[config.mk]
export PLATFORM = sky130hd
export DESIGN_NAME = wall_follower_ctrl
export DESIGN_NICKNAME = d
export VERILOG_FILES = /design/src/rtl/wall_follower_ctrl.sv
export SDC_FILE = /design/constraint.sdc
export NUM_CORES = 1
export LEC_CHECK = 0
export ABC_CLOCK_PERIOD_IN_PS = 1600
export CAP_MARGIN = 20
export CORE_UTILIZATION = 53
export DETAILED_ROUTE_END_ITERATION = 8
export PLACE_DENSITY = 0.86
export SLEW_MARGIN = 20
export SYNTH_ARGS = -nofsm -noshare
export SYNTH_HDL_FRONTEND = slang
export SYNTH_SLANG_ARGS = --single-unit
[constraint.sdc]
create_clock -name clk -period 1.6 [get_ports clk]
set_input_delay 0.48 -clock clk [delete_from_list [all_inputs] [get_ports clk]]
set_output_delay 0.48 -clock clk [all_outputs]
set_load 0.01 [all_outputs]
[src/rtl/wall_follower_ctrl.sv]
// Wall-following robot controller: debounced front/left sensors drive a
// follow / turn / forward-step FSM with dead-end detection and a saturating move counter.
module wall_follower_ctrl #(
    parameter int DEBOUNCE    = 2,
    parameter int TURN_CYCLES = 4,
    parameter int STUCK_LIMIT = 3,
    parameter int CNT_W       = 8
) (
    input  logic             clk,
    input  logic             reset,
    input  logic             enable,
    input  logic             front_sensor,
    input  logic             left_sensor,
    output logic             front,
    output logic             turn,
    output logic             turn_left,
    output logic             stuck,
    output logic [CNT_W-1:0] move_count
);

    localparam int DB_W = (DEBOUNCE > 1) ? $clog2(DEBOUNCE) : 1;
    localparam int TC_W = (TURN_CYCLES > 1) ? $clog2(TURN_CYCLES) : 1;
    localparam int SC_W = $clog2(STUCK_LIMIT + 1);

    localparam logic [DB_W-1:0] DB_MAX    = DB_W'(DEBOUNCE - 1);
    localparam logic [TC_W-1:0] TC_LOAD   = TC_W'(TURN_CYCLES - 1);
    localparam logic [SC_W-1:0] SC_LIMIT  = SC_W'(STUCK_LIMIT);
    // Index 0 is the front sensor, index 1 the left sensor.
    localparam logic [1:0]      DEB_RESET = 2'b10;

    typedef enum logic [2:0] {
        S_IDLE,
        S_FOLLOW,
        S_TURN_R,
        S_TURN_L,
        S_FWD_STEP,
        S_STUCK
    } state_t;

    state_t           state_q, state_d;
    logic [TC_W-1:0]  turn_cnt_q, turn_cnt_d;
    logic [SC_W-1:0]  stuck_cnt_q, stuck_cnt_d;
    logic [SC_W-1:0]  stuck_inc;
    logic [CNT_W-1:0] move_cnt_q, move_cnt_d;
    logic [1:0]       raw;
    logic [1:0]       deb_q, deb_d;
    logic [DB_W-1:0]  db_cnt_q [2];
    logic [DB_W-1:0]  db_cnt_d [2];
    logic             front_deb, left_deb, expired;

    assign raw       = {left_sensor, front_sensor};
    assign front_deb = deb_q[0];
    assign left_deb  = deb_q[1];

    // Each counter tracks how many consecutive samples disagreed with the accepted value.
    always_comb begin
        for (int i = 0; i < 2; i++) begin
            // NOTE: every combinational output gets a default first so no path can infer a latch.
            deb_d[i]    = deb_q[i];
            db_cnt_d[i] = '0;
            if (raw[i] != deb_q[i]) begin
                if (db_cnt_q[i] == DB_MAX) begin
                    deb_d[i] = raw[i];
                end else begin
                    db_cnt_d[i] = db_cnt_q[i] + 1'b1;
                end
            end
        end
    end

    assign expired   = (turn_cnt_q == '0);
    assign stuck_inc = stuck_cnt_q + 1'b1;

    always_comb begin
        state_d     = state_q;
        turn_cnt_d  = expired ? turn_cnt_q : turn_cnt_q - 1'b1;
        stuck_cnt_d = stuck_cnt_q;
        if (!enable) begin
            state_d = S_IDLE;
        end else begin
            unique case (state_q)
                S_IDLE: state_d = S_FOLLOW;
                S_FOLLOW: begin
                    if (front_deb) begin
                        state_d    = S_TURN_R;
                        turn_cnt_d = TC_LOAD;
                    end else if (!left_deb) begin
                        state_d    = S_TURN_L;
                        turn_cnt_d = TC_LOAD;
                    end
                end
                S_TURN_R: begin
                    if (expired) begin
                        if (front_deb) begin
                            stuck_cnt_d = stuck_inc;
                            if (stuck_inc == SC_LIMIT) begin
                                state_d = S_STUCK;
                            end else begin
                                turn_cnt_d = TC_LOAD;
                            end
                        end else begin
                            state_d = S_FOLLOW;
                        end
                    end
                end
                S_TURN_L: begin
                    if (expired) begin
                        state_d    = S_FWD_STEP;
                        turn_cnt_d = TC_LOAD;
                    end
                end
                S_FWD_STEP: begin
                    if (front_deb) begin
                        state_d    = S_TURN_R;
                        turn_cnt_d = TC_LOAD;
                    end else if (expired) begin
                        state_d = S_FOLLOW;
                    end
                end
                S_STUCK: state_d = S_STUCK;
                default: state_d = S_IDLE;
            endcase
        end
        // Blocked-burst history only matters across back-to-back right turns.
        if (state_d inside {S_IDLE, S_FOLLOW, S_FWD_STEP}) begin
            stuck_cnt_d = '0;
        end
    end

    assign front     = (state_q == S_FOLLOW) || (state_q == S_FWD_STEP);
    assign turn      = (state_q == S_TURN_R) || (state_q == S_TURN_L);
    assign turn_left = (state_q == S_TURN_L);
    assign stuck     = (state_q == S_STUCK);

    always_comb begin
        move_cnt_d = move_cnt_q;
        if (front && (move_cnt_q != '1)) begin
            move_cnt_d = move_cnt_q + 1'b1;
        end
    end

    assign move_count = move_cnt_q;

    // NOTE: sequential state uses non-blocking assignments so all flops update together.
    always_ff @(posedge clk or posedge reset) begin
        if (reset) begin
            state_q     <= S_IDLE;
            turn_cnt_q  <= '0;
            stuck_cnt_q <= '0;
            move_cnt_q  <= '0;
            deb_q       <= DEB_RESET;
            db_cnt_q[0] <= '0;
            db_cnt_q[1] <= '0;
        end else begin
            state_q     <= state_d;
            turn_cnt_q  <= turn_cnt_d;
            stuck_cnt_q <= stuck_cnt_d;
            move_cnt_q  <= move_cnt_d;
            deb_q       <= deb_d;
            db_cnt_q[0] <= db_cnt_d[0];
            db_cnt_q[1] <= db_cnt_d[1];
        end
    end

endmodule

==> results.py <==
metrics = {
    "setup_path": {
        "max_stage_delay_ps": 440,
        "start_kind": "flop",
        "required_ps": 1120,
        "cpMostUsedCell": "buf_6",
        "critical-path-top-delay-family": "flip-flops",
        "critical_path_class": "reg2out",
        "critical_path_arrival_ps": 1320,
        "path_buf_inv": 3,
        "crit_path_top_delay_cell": "dfrtp_2",
        "crit_path_max_fanout": 3,
        "crit_chain": "buf_6 -> buf_6 -> and2b_1 -> buf_2",
        "cp-end-kind": "output port",
    },
    "drt": {
        "remaining_drc_errors": 0,
        "avgRoutedWirePerCell_um": 19.6,
        "viasPerCell": 6.20,
        "drt_wl_total_mm": 3.96,
        "num_vias": 1252,
        "firstDrtPassIters": 6,
        "drt_iter0_drc": 74,
        "antenna_left": 0,
    },
    "grt": {
        "grt-ovfl-total": 0,
        "gr-usage-all-layers_pct": 29.7,
        "grt_start_max_net_pins": 20,
        "grt_pass1_wl_mm": 5.34,
        "grt_antenna_before_repair": 0,
        "grt_pass1_vias": 1172,
    },
    "floorplan": {
        "die_area_mm2": 0.00237,
        "core_area_mm2": 0.00200,
        "num_rows": 16,
        "die_h_um": 48.7,
        "die_w_um": 48.7,
        "start_util_pct": 57.6,
        "num_io_pins": 17,
    },
    "synth": {
        "yosys_warnings": 0,
        "synth_seq_cells": 19,
        "synth_fp_nets": 134,
        "synthArstFlopShare_pct": 100,
        "synth_top_cell_by_area": "dfrtp_1",
        "yosys-top-cells-area": "dfrtp_1, ha_1, nand3_1",
        "synth_edf_count": 0,
        "synth-seq-area-share_pct": 41.3,
        "syn_area_per_cell_um2": 9.30,
        "syn_area_mm2": 0.00115,
        "synth.distinct_cells": 42,
        "syn-instance-count": 124,
        "synth_ff_type": "dfrtp_1",
        "synth_top_cell_area_share_pct": 39.0,
    },
    "clock_tree": {
        "cts_buffers": 3,
        "clk_latency_ps": 300,
        "ctsHoldBuffers": 0,
        "cts_tree": "done",
        "root_buffer": "clkbuf_4",
        "cts.htree.levels": 1,
        "cts.sinks": 19,
        "clock_tree.buffer_depth": 2,
        "path_clk_slew_ps": 110,
    },
    "pwr": {
        "powerDensity_mw_per_mm2": 1760,
        "leakagePower_nw": 0.853,
        "ir_worst_vdd_v": 0.00125,
    },
    "final_layout": {
        "antenna_cells": 0,
        "drive_gt1_share_pct": 38.3,
        "final_util_pct": 87.4,
        "area_delta_synth_final_pct": 51.6,
        "nNetsFinal": 186,
        "nFillCells": 100,
    },
    "place": {
        "portBuffers": 16,
        "hpwl_mm": 2.07,
        "dpl_worst_slack_ps": -216,
        "gp_congestion": 0.958,
    },
    "sta": {
        "rsz0062_at_grt": "yes",
        "setup_viol": 9,
        "report.final.slew_viol_count": 0,
        "maxSlewHeadroom_pct": 70.8,
        "hold_viol_final": 0,
        "setup_slack_ps": -196,
        "fin_skew_ps": 2.76,
        "max_slew.worst_pin.slew_ps": 439,
        "finalCriticalPeriod_ps": 1800,
        "fmax_mhz": 557,
        "finalCritPeriodShare_pct": 112,
    },
    "hold_path": {
        "min_path_type": "reg2reg",
    },
    "run_status": {
        "violations": "setup timing",
        "status": "finished, violations left",
    },
    "flow_run": {
        "drv_cap": 0,
    },
}
## through the flow
stage               area (um^2)  hold slack, ps  power, mW  instances  TNS, ps
global placement           1480             418       2.23        183     -649
CTS                        1670             450       2.75        199     -565
detailed placement         1480             429       2.30        183     -871
finish                     1750             447       3.07        202     -828
global route               1750             483       3.21        202    -1390
floorplan                  1150             409       1.65        124        0
## cells in the mapped netlist (2+ instances only)
master and n:
a21boi_1 2, a21o_1 2, a21oi_1 5, a31oi_1 2, and3_1 3, and3b_1 2
buf_2 3, dfrtp_1 18, ha_1 5, inv_1 7, mux2_1 4, mux2_2 2
nand2_1 7, nand2b_1 4, nand3_1 9, nor2_1 7, nor2b_1 2, nor3_1 4
o21ai_0 4, o21ai_1 5, or3_1 2, xnor2_1 3, xor2_1 3
## placed cells by master (no fill, tap or decap), types with 3 or more instances in the layout
cell type / Yosys / routed
dfrtp_1: 18 / 17
nor2_1: 7 / 6
nand2_1: 7 / 7
inv_1: 7 / 7
clkbuf_4: 0 / 3
dlygate4sd2_1: 0 / 8
nand3_1: 9 / 7
a21oi_1: 5 / 4
buf_6: 0 / 9
clkdlybuf4s50_1: 0 / 4
nand2b_1: 4 / 3
ha_1: 5 / 4
o21ai_1: 5 / 7
mux2_4: 0 / 3
buf_4: 0 / 29
## report_power, final
part,internal [mW],switching [mW],total (mW),leakage (nW)
clock,0.0973,0.149,0.246,0.0150
combinational,0.980,0.990,1.97,0.597
sequential,0.666,0.191,0.856,0.240
## kinds of logic after synthesis
family                   Yosys count  synth area share [%]
adder cells (fa/ha/maj)            5                  5.42
buffers and inverters             13                  4.55
XOR/XNOR                           6                  4.56
multiplexers                       6                  5.86
AO/OA/AOI/OAI                     31                  17.9
flip-flops                        19                  41.3
AND/OR/NAND/NOR                   44                  20.4
## worst paths after layout
path / cells after the start / startpoint / endpoint / slack, ps
worst max-delay path: 4 / state_q[2] / turn / -200
worst min-delay path: 1 / db_cnt_q[1] / db_cnt_q[1] / 450
worst max register to register: 7 / state_q[2] / move_count[1] / -100
worst min register to register: 1 / db_cnt_q[1] / db_cnt_q[1] / 450
max in group asynchronous: 3 / reset / deb_q[1] / 840
min in group asynchronous: 3 / reset / move_count[1] / 500
## sequential cells by signal, summed over array words and instances (netlist names)
| register | flops |
|---|---|
| deb_q | 2 |
| turn_cnt_q | 2 |
| state_q | 3 |
| move_count | 8 |
| stuck_cnt_q | 2 |
| db_cnt_q | 2 |
## layout make-up
cell class              instances  area, um^2  area share, %
multi-input cells              92         742           42.4
flip-flops and latches         19         478           27.3
repair buffers                 52         439           25.1
well taps                      27        33.8           1.93
inverters                       8        30.0           1.72
clock buffers                   4        26.3           1.50
## layer usage
layer  GRT usage, %  up-vias  part of all wire [%]  routed length (um)
met5              0        -                     0                   0
li1               -      547                     -                   -
met4           11.8        0                   4.8                 190
met3           5.03       29                   7.4                 293
met2           53.9       79                    51                2000
met1           34.5      597                    37                1480
## what timing repair did
item | in CTS | in global routing
buffers inserted | 13 | 4
endpoints found under the setup margin | 15 | 12
pin swaps | 6 | 4
gates resized for setup | 47 | 12
No activity file was read; power rests on OpenSTA's default activity.
